`src/rtl/bounce_emulator.sv`:
```
// bounce_emulator: turns a clean level request into an LFSR-driven bouncing line.
// Latency: button moves toward the new level on the first edge that sees the change; settles BOUNCE_CYCLES edges later.
// Backpressure: none; level_in changes during a window are ignored until the window has settled.
// Optional feature: define BOUNCE_EMU_EDGE_COUNT_EN to add the 8-bit edge_count output.

module bounce_emulator #(
    parameter int          BOUNCE_CYCLES = 16,
    parameter int          HOLD_BITS     = 2,
    parameter logic [15:0] SEED          = 16'hACE1
) (
    input  logic       clk,
    input  logic       rst,
    input  logic       level_in,
    output logic       button,
    output logic       busy,
    output logic       settled
`ifdef BOUNCE_EMU_EDGE_COUNT_EN
    ,
    output logic [7:0] edge_count
`endif
);

    localparam int WIN_W  = $clog2(BOUNCE_CYCLES);
    localparam int HOLD_W = HOLD_BITS + 1;

    typedef enum logic {
        S_IDLE   = 1'b0,
        S_BOUNCE = 1'b1
    } state_t;

    state_t              r_state;
    state_t              w_state_nxt;

    logic                r_stable;
    logic                r_target;
    logic                r_button;
    logic                r_settled;
    logic [WIN_W-1:0]    r_win_cnt;
    logic [HOLD_W-1:0]   r_hold_cnt;
    logic [15:0]         r_lfsr;

    logic                w_stable_nxt;
    logic                w_target_nxt;
    logic                w_button_nxt;
    logic                w_settled_nxt;
    logic [WIN_W-1:0]    w_win_nxt;
    logic [HOLD_W-1:0]   w_hold_nxt;
    logic [HOLD_W-1:0]   w_hold_reload;
    logic                w_feedback;
    logic [15:0]         w_lfsr_nxt;

    // Fibonacci LFSR x^16+x^14+x^13+x^11+1; free-running so the pattern
    // depends on how long after reset a window starts.
    assign w_feedback    = r_lfsr[15] ^ r_lfsr[13] ^ r_lfsr[12] ^ r_lfsr[10];
    assign w_lfsr_nxt    = {r_lfsr[14:0], w_feedback};

    // Segment length 1..2^HOLD_BITS, drawn from the current (pre-shift) LFSR value.
    assign w_hold_reload = {1'b0, r_lfsr[HOLD_BITS-1:0]} + HOLD_W'(1);

    // LFSR shifts every clock, in both states.
    always_ff @(posedge clk or posedge rst) begin
        if (rst) begin
            r_lfsr <= SEED;
        end else begin
            r_lfsr <= w_lfsr_nxt;
        end
    end

    // Next-state and datapath decisions for the window FSM.
    always_comb begin
        w_state_nxt   = r_state;
        w_stable_nxt  = r_stable;
        w_target_nxt  = r_target;
        w_button_nxt  = r_button;
        w_win_nxt     = r_win_cnt;
        w_hold_nxt    = r_hold_cnt;
        w_settled_nxt = 1'b0;

        case (r_state)
            S_IDLE: begin
                if (level_in != r_stable) begin
                    // First bounce edge always heads toward the requested level.
                    w_target_nxt = level_in;
                    w_button_nxt = level_in;
                    w_win_nxt    = WIN_W'(BOUNCE_CYCLES - 1);
                    w_hold_nxt   = w_hold_reload;
                    w_state_nxt  = S_BOUNCE;
                end
            end
            S_BOUNCE: begin
                if (r_win_cnt == '0) begin
                    // Window over: force the final level regardless of bounce phase.
                    w_button_nxt  = r_target;
                    w_stable_nxt  = r_target;
                    w_settled_nxt = 1'b1;
                    w_state_nxt   = S_IDLE;
                end else begin
                    w_win_nxt = r_win_cnt - WIN_W'(1);
                    if (r_hold_cnt == HOLD_W'(1)) begin
                        w_button_nxt = ~r_button;
                        w_hold_nxt   = w_hold_reload;
                    end else begin
                        w_hold_nxt = r_hold_cnt - HOLD_W'(1);
                    end
                end
            end
            default: begin
                w_state_nxt = S_IDLE;
            end
        endcase
    end

    // State and window registers; reset aborts any window without a settled pulse.
    always_ff @(posedge clk or posedge rst) begin
        if (rst) begin
            r_state    <= S_IDLE;
            r_stable   <= 1'b0;
            r_target   <= 1'b0;
            r_button   <= 1'b0;
            r_settled  <= 1'b0;
            r_win_cnt  <= '0;
            r_hold_cnt <= '0;
        end else begin
            r_state    <= w_state_nxt;
            r_stable   <= w_stable_nxt;
            r_target   <= w_target_nxt;
            r_button   <= w_button_nxt;
            r_settled  <= w_settled_nxt;
            r_win_cnt  <= w_win_nxt;
            r_hold_cnt <= w_hold_nxt;
        end
    end

    assign button  = r_button;
    assign busy    = (r_state == S_BOUNCE);
    assign settled = r_settled;

`ifdef BOUNCE_EMU_EDGE_COUNT_EN
    logic       w_window_start;
    logic       w_button_chg;
    logic [7:0] r_edge_cnt;
    logic [7:0] w_edge_cnt_nxt;

    assign w_window_start = (r_state == S_IDLE) && (w_state_nxt == S_BOUNCE);
    assign w_button_chg   = (w_button_nxt != r_button);

    // Count starts at 1 for the entry edge, then counts each change, saturating.
    always_comb begin
        w_edge_cnt_nxt = r_edge_cnt;
        if (w_window_start) begin
            w_edge_cnt_nxt = 8'd1;
        end else if ((r_state == S_BOUNCE) && w_button_chg && (r_edge_cnt != 8'hFF)) begin
            w_edge_cnt_nxt = r_edge_cnt + 8'd1;
        end
    end

    // Edge counter register; holds its last window's value while idle.
    always_ff @(posedge clk or posedge rst) begin
        if (rst) begin
            r_edge_cnt <= 8'd0;
        end else begin
            r_edge_cnt <= w_edge_cnt_nxt;
        end
    end

    assign edge_count = r_edge_cnt;
`endif

endmodule

```
`config.mk`:
```
export PLATFORM = sky130hd
export DESIGN_NAME = bounce_emulator
export DESIGN_NICKNAME = d
export VERILOG_FILES = /design/src/rtl/bounce_emulator.sv
export SDC_FILE = /design/constraint.sdc
export NUM_CORES = 1
export LEC_CHECK = 0
export ABC_AREA = 1
export CORE_AREA = 4 4 49 51
export CTS_CLUSTER_DIAMETER = 40
export CTS_CLUSTER_SIZE = 30
export DETAILED_ROUTE_END_ITERATION = 6
export DIE_AREA = 0 0 53 55
export GPL_TIMING_DRIVEN = 0
export PLACE_DENSITY = 0.74
export REMOVE_ABC_BUFFERS = 1
export SYNTH_ARGS = -nofsm -noshare
export SYNTH_HDL_FRONTEND = slang
export SYNTH_SLANG_ARGS = --single-unit
```
`constraint.sdc`:
```
create_clock -name clk -period 2.12 [get_ports clk]
set_clock_uncertainty 0.15 [all_clocks]
set_input_delay 0.212 -clock clk [delete_from_list [all_inputs] [get_ports clk]]
set_output_delay 0.212 -clock clk [all_outputs]
set_load 0.01 [all_outputs]
```
After elaboration in Yosys (flattened, before gate mapping)
Index checks and enable logic that the tools add are counted.
{ "totals": {"input_bits": 3, "reg_bits": 28, "out_inout_bits": 3, "word_cells": 42} }
{ "classes": {"reduce_logical": 5, "bitwise_logic": 5, "mux": 16, "n_eq_ne": 5, "add_sub_neg": 3} }
{ "ops": {"columns": ["operator", "n"], "rows": [
  ["3-bit 2-to-1 mux", 3],
  ["4-bit 2-to-1 mux", 2],
  ["4-bit one-hot mux with 2 select lines", 1],
  ["2-bit AND reduction", 4],
  ["1-bit 2-to-1 mux", 7],
  ["3-bit one-hot mux with 2 select lines", 1],
  ["4-bit logical NOT", 1],
  ["2-bit inequality test, second input constant", 2],
  ["1-bit one-hot mux with 2 select lines", 2],
  ["4-bit by 1-bit subtractor with 4-bit output, second input constant", 1],
  ["2-bit by 1-bit adder with 3-bit output, second input constant", 1],
  ["3-bit by 1-bit == test with 1-bit output, second input constant", 1],
  ["3-bit by 1-bit inequality test with 1-bit output, second input constant", 1],
  ["3-bit by 1-bit subtractor with 3-bit output, second input constant", 1],
  ["1-bit bitwise XOR", 3],
  ["1-bit inverter", 2],
  ["1-bit inequality test", 1]
]} }

Longest topological paths before layout
Gate-level depths: netlist (run 1).
{ "logic_depth": {"ltp_word": 4, "depth_mapped": 8, "ltp_nobuf": 8} }

Least setup slack after synthesis (run 1)
Ideal clock, no wire load.
{ "synth_timing": {"path_kind": "register to register", "startpoint": "register r_win_cnt[0]", "endpoint": "register r_hold_cnt[0]", "period_less_slack_ns": 1.352, "arrival_ns": 1.082, "t_required_ns": 1.850, "setup_ns": 0.120, "n_path_buf": 0, "path_slack_ns": 0.768, "stages_incl_launch_ff": 9, "cell_sequence": "dfrtp_1 inv_1 ha_1 nand2_2 nand2_4 nand2_8 clkinv_4 nand2_1 nand2_1"} }
{ "synth_via": {"elab_chain_len": 3} }
{ "synth_lines": {"columns": ["item", "line_no", "rtl"], "rows": [
  ["start, declared", "38", "logic [WIN_W-1:0] r_win_cnt;"],
  ["start signal, assigned", "129", "r_win_cnt <= w_win_nxt;"],
  ["4-bit logical NOT", "91", "if (r_win_cnt == '0) begin"],
  ["2-bit inequality test (no source line)", null, null],
  ["2-bit AND reduction (no source line)", null, null],
  ["end signal, assigned", "130", "r_hold_cnt <= w_hold_nxt;"],
  ["end, declared", "39", "logic [HOLD_W-1:0] r_hold_cnt;"]
]} }
Every way passes these cells.
A chain may end at the register's enable or synchronous reset.

Worst setup path after layout (run 1)
{ "layout_timing": {"startpoint": "register r_state (netlist: busy)", "endpoint": "output busy"} }
{ "layout_rtl": {"columns": ["item", "line_no", "rtl"], "rows": [
  ["start, declared", "31", "state_t r_state;"],
  ["start signal, assigned", "124", "r_state <= w_state_nxt;"],
  ["end, declared", "15", "output logic busy,"]
]} }
No word-level cell between the ends.

==> results of run 1 <==
## routing by layer
| metal | track usage (%) | share of wire, % | up-vias |
|---|---|---|---|
| li1 | - | - | 338 |
| met1 | 17.9 | 47 | 309 |
| met2 | 22.9 | 48 | 6 |
| met3 | 4.83 | 3.7 | 4 |
| met4 | 5.11 | 1.5 | 0 |
| met5 | 0 | 0 | - |
## worst register-to-register path, cell delays in order (launching register included)
cell     delay [ns]
dfrtp_1        0.41
inv_1          0.07
ha_1           0.24
nand2_2        0.13
nand2_4        0.10
o21ai_0        0.21
nand3_1        0.09
## report_power, final
group / internal (mW) / total [mW] / switching (mW)
clock: 0.105 / 0.258 / 0.153
combinational: 0.272 / 0.655 / 0.383
sequential: 0.642 / 0.739 / 0.0967
total: 1.02 / 1.65 / 0.633
## sequential cells by signal, indices dropped and copies added (netlist names)
| signal | cells |
|---|---|
| r_lfsr | 16 |
| r_stable | 1 |
| r_target | 1 |
| button | 1 |
| r_win_cnt | 4 |
| busy | 1 |
| settled | 1 |
| r_hold_cnt | 3 |
## per-stage QoR
stage / instances / utilization (%) / hold WS, ns / setup slack [ns]
after floorplan: 102 / - / 0.121 / 0.752
after CTS: 138 / 64.1 / 0.219 / 0.205
after global routing: 138 / 64.1 / 0.224 / 0.119
after global placement: 134 / 62.2 / 0.186 / 0.561
after detailed placement: 134 / 62.2 / 0.189 / 0.509
final: 138 / 64.1 / 0.218 / 0.227
## kinds of logic (layout without fill, tap and decap cells)
| kind of cell | after synthesis | after routing | share of synthesized area [%] |
|---|---|---|---|
| and+or+nand+nor | 41 | 41 | 17.9 |
| DFF | 28 | 28 | 62.8 |
| buffers and inverters | 15 | 23 | 5.75 |
| AOI/OAI and AO/OA | 11 | 11 | 6.08 |
| adders and majority gates | 4 | 4 | 4.42 |
| xor gates and xnor gates | 4 | 4 | 3.09 |
## worst min path at each step
stage | slack (ns) | end | start
final | 0.22 | r_lfsr[7] | r_lfsr[6]
after detailed placement | 0.19 | r_lfsr[3] | r_lfsr[2]
after global placement | 0.19 | r_lfsr[3] | r_lfsr[2]
after global routing | 0.22 | r_lfsr[6] | r_lfsr[5]
after CTS | 0.22 | r_lfsr[7] | r_lfsr[6]
after floorplan | 0.12 | busy | rst
## cells in the final DEF (no fill, tap or decap), types with 3 or more instances in the layout
cell type	count
dfrtp_1	20
o21ai_0	4
clkbuf_4	3
nand3_1	6
ha_1	4
dfstp_2	8
clkdlybuf4s50_1	5
o21ai_2	3
xnor2_1	3
nand2_1	25
inv_1	11
nor2_1	3
## layout make-up
cell class | instances | area [sq um] | area share (%)
well taps | 27 | 33.8 | 2.71
repair buffers | 5 | 50.0 | 4.02
flip-flops and latches | 28 | 711 | 57.1
inverters | 14 | 57.6 | 4.62
clock buffers | 4 | 36.3 | 2.91
multi-input cells | 60 | 357 | 28.6
==> run summary, run 1 <==
TritonCTS built the clock tree. The layout filler cell count is 161. Data arrives at the worst endpoint at 1.53 ns. For this block, the routed nets add up to 1.63 mm of wire.

Counting instances, the worst hold path has a depth of 0. Measured along the x axis, the die boundary spans 53 microns. The depth of the worst register-to-register path works out to 6. The weighted congestion reported at the end of routability-driven placement is 0.757, and the power density over cell area is 1330 nW/um^2.

The tools report the reg-to-reg startpoint as r_win_cnt[0]. Leakage power figure: 0.623 nW. In this run the tool buffered the top-level ports with 5 buffer cells. The tools report the required time of the critical path as 1.76 ns.

Entering global routing, the biggest net connects 29 pins. The logs give 528 MHz for the highest clock frequency the design can meet and 103 for the gate count of the mapped netlist. The run finished with clean final reports. The routed layout has 657 vias. The logs give 0 for the count of hold-fix buffers inserted at cts and 2 for the buffer depth of the longest clock path. The cell depth of the worst setup path was 1. Buffers inserted during clock tree synthesis total 3. The die covers 2920 sq um.

Yosys mapped a number of flops with a built-in enable equal to 0. In the post-synthesis netlist, the cell with the most instances is nand2_1. The run gives 62.8% as the sequential fraction of the synthesis area. Ranked by total cell area, the synthesized netlist is headed by dfrtp_1, dfstp_2, nand2_1. Dividing the detail-routed wire length by the instance count gives 11.8 microns.

The final net count was 119; the async set-or-reset flop fraction in the synthesized netlist was 100%. The cell type group with the largest total delay on the critical path is buffers and inverters. The fraction of final layout cells with drive strength greater than 1 was 21.6%.

The type of the worst setup path is flip-flop to primary output. Headroom to the max-slew limit came out at 33.8%. After synthesis the netlist holds a flip-flop and latch count of 28. The min-delay analysis places its worst path in the category flip-flop to flip-flop.

After synthesis, the largest area contributor takes up 44.2% of total cell area. End point of the critical path: busy. The first routing iteration left 14 violations.

The worst register-to-register path ends at r_win_cnt[3]. After detailed routing, the number of remaining DRC violations is 0. The number of max-slew violations in the final report was 0; the total number of H-tree levels was 1. After routing the design area is 1240 sq um. The critical path goes through clkdlybuf4s50_1. Setup repair after global routing left no endpoint under its margin.

The total number of yosys warnings came out at 0. The die is 55 microns tall. Dividing the detail-routed via count by the number of cells gives 4.76. The total overflow left after global routing is 0. In this run the worst setup path begins at busy. The layout overhead on the synthesized area was 9.94%. The tools report the length of the first detailed-routing pass in iterations as 3. The tools report the kind of launch point of the worst setup path as a flip-flop. Clock-pin slew of the registers on the worst-case setup and hold paths: 0.15 ns. The tools report the final-report setup violation count as 0. The tree built by TritonCTS fans out to 28 sinks. Across the run, the number of max-cap violations was 0.

For the via count of the first global-routing pass, the log shows 658. Dividing the final minimum period by the clock period gives 89.3%. The number of buffers and inverters on the critical path works out to 1.

Clock latency on the worst-skew pair, taken at its later pin, is 0.33 ns. The logs give 1130 sq um for the cell area after synthesis and 22 for the count of cell types in the netlist. Number of antenna violations at the first check in global routing: 0. Across the VDD grid, the largest voltage drop is 0.000790 V.

The most used flip-flop cell after synthesis is dfrtp_1. The synthesized design spends more area on one cell type than any other, namely dfrtp_1. The logs give 1.65 mW for the power consumption and 58.3% for the effective utilization at floorplan.

For the number of hold-slack violations in the final timing report, the log shows 0. The stage delay of the slowest cell on the critical path came out at 0.61 ns. By count the netlist is led by nand2_1, dfrtp_1, inv_1.

The slew at the pin closest to its max-slew limit was 0.992 ns. The estimated wirelength of the detail-placed design came out at 1.13 mm. The repair_antennas step left the layout with diodes totalling 0.

After synthesis, the mean cell area works out to 11.0 sq um. The worst path needs 1.89 ns of the cycle, external delays included. The core region is 1940 sq um.

The count of nets left with antenna violations once routing finished came out at 0. The setup total negative slack is 0 ns, and the post-placement cell area is 1210 sq um. The root buffer selected by CTS is clkbuf_4. In this run the core area contains 16 standard-cell rows.

The first-pass GRT wire length is 2.90 mm, and the number of setup buffers added after CTS is 0. After clock tree synthesis, the repair step resized 0 gates. The cell with the largest stage delay on the worst path is clkdlybuf4s50_1. Overall global routing resource usage: 14.2%. The worst setup path is captured at a primary output.

Of all nets on the critical path, the largest fanout is 10. The number of I/O pins is 6, and the setup slack of the worst register-to-register path is 0.62 ns.
Power figures use the tool's default switching activity.
==> run 2: changes to the inputs <==
--- a/config.mk
+++ b/config.mk
@@ -6,13 +6,13 @@
 export NUM_CORES = 1
 export LEC_CHECK = 0
 export ABC_AREA = 1
-export CORE_AREA = 4 4 49 51
+export CORE_AREA = 4 4 58 60
 export CTS_CLUSTER_DIAMETER = 40
-export CTS_CLUSTER_SIZE = 30
+export CTS_CLUSTER_SIZE = 25
 export DETAILED_ROUTE_END_ITERATION = 6
-export DIE_AREA = 0 0 53 55
+export DIE_AREA = 0 0 62 64
 export GPL_TIMING_DRIVEN = 0
-export PLACE_DENSITY = 0.74
+export PLACE_DENSITY = 0.54
 export REMOVE_ABC_BUFFERS = 1
 export SYNTH_ARGS = -nofsm -noshare
 export SYNTH_HDL_FRONTEND = slang
==> run 2 against run 1 <==
Core utilization shrank 21 points. Non-clock buffer count is the same. Worst hold slack worse by 0.00087 ns. Sequential cell count did not move. Die area increased by 36%. Final cell count is 4.3% higher. Critical endpoint unchanged. Largest power group unchanged. Highest routed layer unchanged.
==> run summary, run 2 (synthesis gave the netlist of run 1 again) <==
The kind of launch point of the worst setup path is a flip-flop. The number of buffers added by the clock tree synthesis step was 3 (unchanged). The logs give 0.32 ns (about the same) for the worst-skew pair later-pin latency and 1220 sq um (+0.62%) for the post-placement cell area.

The largest registers in the layout are r_lfsr: 16 flops, r_win_cnt: 4 flops, r_hold_cnt: 3 flops. The average wire length per cell after detail routing is 10.6 microns (-9.8%). The clock-pin slew of the registers on the worst-case setup and hold paths came out at 0.15 ns (about the same). The run gives 2.78 mm (-4.3%) as the first-pass GRT wire length.

In this run the worst setup path begins at busy. Clock tree synthesis selected as its root buffer the cell clkbuf_4. The worst slew margin relative to its limit was 34.0% (+0.21 points).

The endpoint of the most critical register-to-register path was r_hold_cnt[0]. The type of the tightest min-delay check was flip-flop to flip-flop. The area of the die was 3970 sq um (+36%).

The final clock period utilization by the worst path was 89.1% (-0.20 points); the number of I/O pins was 6 (unchanged). The slew at the pin closest to its max-slew limit came out at 0.989 ns (-0.00317 ns). The library cells used most frequently in the layout, excluding fill and tap cells, are nand2_1, dfrtp_1, inv_1.

The number of routed nets with antenna violations is 0 (unchanged). TritonCTS built the clock tree. The worst path setup slack after routing is 0.231 ns (+0.00425 ns), and the number of placed cells counting well taps is 140 (+4.5%).

The depth of the worst register-to-register path is 8 (+2), and the layout overhead on the synthesized area is 12.0%. The via count of the first global-routing pass was 591 (-10%); the die outline height was 64 microns (+16%). Violation count after the first detailed-route iteration: 16 (+2).

In this run the most critical hold path is launched from r_lfsr[5]. Minimum clock period: 1.89 ns (-0.00425 ns). Number of buffers inserted by port buffering: 5 (unchanged).

The weighted congestion reported at the end of routability-driven placement was 0.689 (-9.0%). The number of gates resized after cts is 0 (unchanged). The setup path with the least slack is of type flip-flop to primary output.

Setup slack of the worst register-to-register path: 0.65 ns (+0.03 ns). The run gives 0 (unchanged) as the number of max-slew violations in the final report. The area of the multi-input gates is 357 sq um (unchanged).

The worst setup path is captured at a primary output. The final instance area was 1270 sq um (+1.9%). The count of hold-fix buffers inserted at cts was 0 (unchanged); the required time of the critical path was 1.76 ns (about the same). The run gives 0 (unchanged) as the number of hold-slack violations in the final timing report.

The estimated wirelength of the detail-placed design was 1.08 mm (-4.4%); the power density over cell area was 1360 nW/um^2 (+2.8%). The total number of H-tree levels was 1 (unchanged). The logs give 1.73 mW (+4.8%) for the power consumption and 0 (unchanged) for the final-report setup violation count.

The leading cell type in the layout, fill and taps excluded was nand2_1. The layout filler cell count came out at 279 (+73%). Number of buffers and inverters on the critical path: 1 (unchanged). The worst-path maximum fanout was 10 (unchanged). The register containing the most flip-flops in the final layout is r_lfsr. The pre-CTS setup slack came out at 0.506 ns (-0.00319 ns). The tools report the largest voltage drop on the vdd net as 0.000565 V (-28%). The stage delay of the slowest cell on the critical path works out to 0.61 ns (about the same). The number of antenna violations at the first check in global routing is 0 (unchanged), and the row count is 20 (+4). The run gives 0 ns (unchanged) as the setup total negative slack. The worst register-to-register path begins at r_win_cnt[0]. Grouping stages by cell kind, the critical path spends the most delay in buffers and inverters.

The overall global routing resource usage was 9.31% (-4.9 points). Effective utilization at floorplan: 38.7% (-20 points). For the register cell area after layout, the log shows 711 sq um (unchanged). The pin count of the biggest net entering global routing was 29 (unchanged); the buffer depth of the longest clock path was 2 (unchanged).

The worst hold path terminates at r_lfsr[6]. The leakage power figure came out at 0.630 nW (+1.1%). Final net count: 119 (unchanged). Setup repair after global routing left no endpoint under its margin.

Flip-flop count of the largest register after layout: 16 (unchanged). The post-detailed-route via-to-cell ratio works out to 4.47 (-6.1%). The run finished with clean final reports. Count of cells along the worst hold path: 0 (unchanged).

The total of max-cap violations is 0 (unchanged), and the core footprint is 2930 sq um (+51%). The horizontal extent of the die is 62 microns (+17%), and the final cell count without fillers is 144 (+4.3%). The length of the first detailed-routing pass in iterations came out at 4 (+1). Traced cell by cell, the critical path runs through clkdlybuf4s50_1. The logs give 28 (unchanged) for the clock net sink count and 1.53 mm (-5.9%) for the detailed-route wire length. The highest clock frequency the design can meet is 529 MHz (+0.23%). The run gives 1.53 ns (about the same) as the arrival time at the worst endpoint. The slowest stage of the critical path belongs to the cell clkdlybuf4s50_1.

The run gives 0 (unchanged) as the leftover overflow at the end of global routing. The run gives 0 (unchanged) as the number of setup buffers added after CTS. The fraction of final layout cells with drive strength greater than 1 was 21.6% (unchanged); the DRC violation count after routing was 0 (unchanged).

The antenna diode instance count is 0 (unchanged). Via count of the routed design: 644 (-2.0%).
[run 2: where the power goes]
group          internal [mW]  leakage [nW]  switching (mW)  total [mW]
Sequential             0.642         0.339          0.0953       0.737
Combinational          0.272         0.263           0.380       0.653
Clock                  0.191        0.0279           0.150       0.341
[run 2: how the worst max path moves through the flow]
stage                         end  slack [ns]  cells past startpoint
floorplan           r_hold_cnt[0]        0.75                      8
global placement         r_target        0.52                      2
detailed placement       r_target        0.51                      2
CTS                          busy        0.20                      1
global route                 busy        0.15                      1
finish                       busy        0.23                      1
[run 2: area by class of cell]
| type | instances | share of cell area [%] |
|---|---|---|
| clock buffers | 3 | 1.78 |
| inverters | 14 | 4.54 |
| repair buffers | 5 | 3.94 |
| multi-input cells | 60 | 28.1 |
| flip-flops and latches | 28 | 56.0 |
| clock inverters | 1 | 2.37 |
| well taps | 33 | 3.25 |
[run 2: stage by stage]
step	util, %	hold slack (ns)
2_1_floorplan	-	0.121
3_3_place_gp	41.5	0.186
3_5_place_dp	41.5	0.187
4_1_cts	43.3	0.217
5_1_grt	43.3	0.219
6_report	43.3	0.217
[run 2: routing by layer]
layer  wire (microns)  track usage [%]  part of all wire, %
met2              649             12.0                   42
met3               47             2.42                  3.1
met1              817             14.3                   53
met4               18             3.98                  1.2
met5                0                0                    0
==> run 3: changes to the inputs <==
--- a/config.mk
+++ b/config.mk
@@ -14,6 +14,7 @@
 export GPL_TIMING_DRIVEN = 0
 export PLACE_DENSITY = 0.54
 export REMOVE_ABC_BUFFERS = 1
+export SKIP_CTS_REPAIR_TIMING = 1
 export SYNTH_ARGS = -nofsm -noshare
 export SYNTH_HDL_FRONTEND = slang
 export SYNTH_SLANG_ARGS = --single-unit
==> results of run 3 <==
No change in the layout: final DEF, timing and power equal those of run 2.
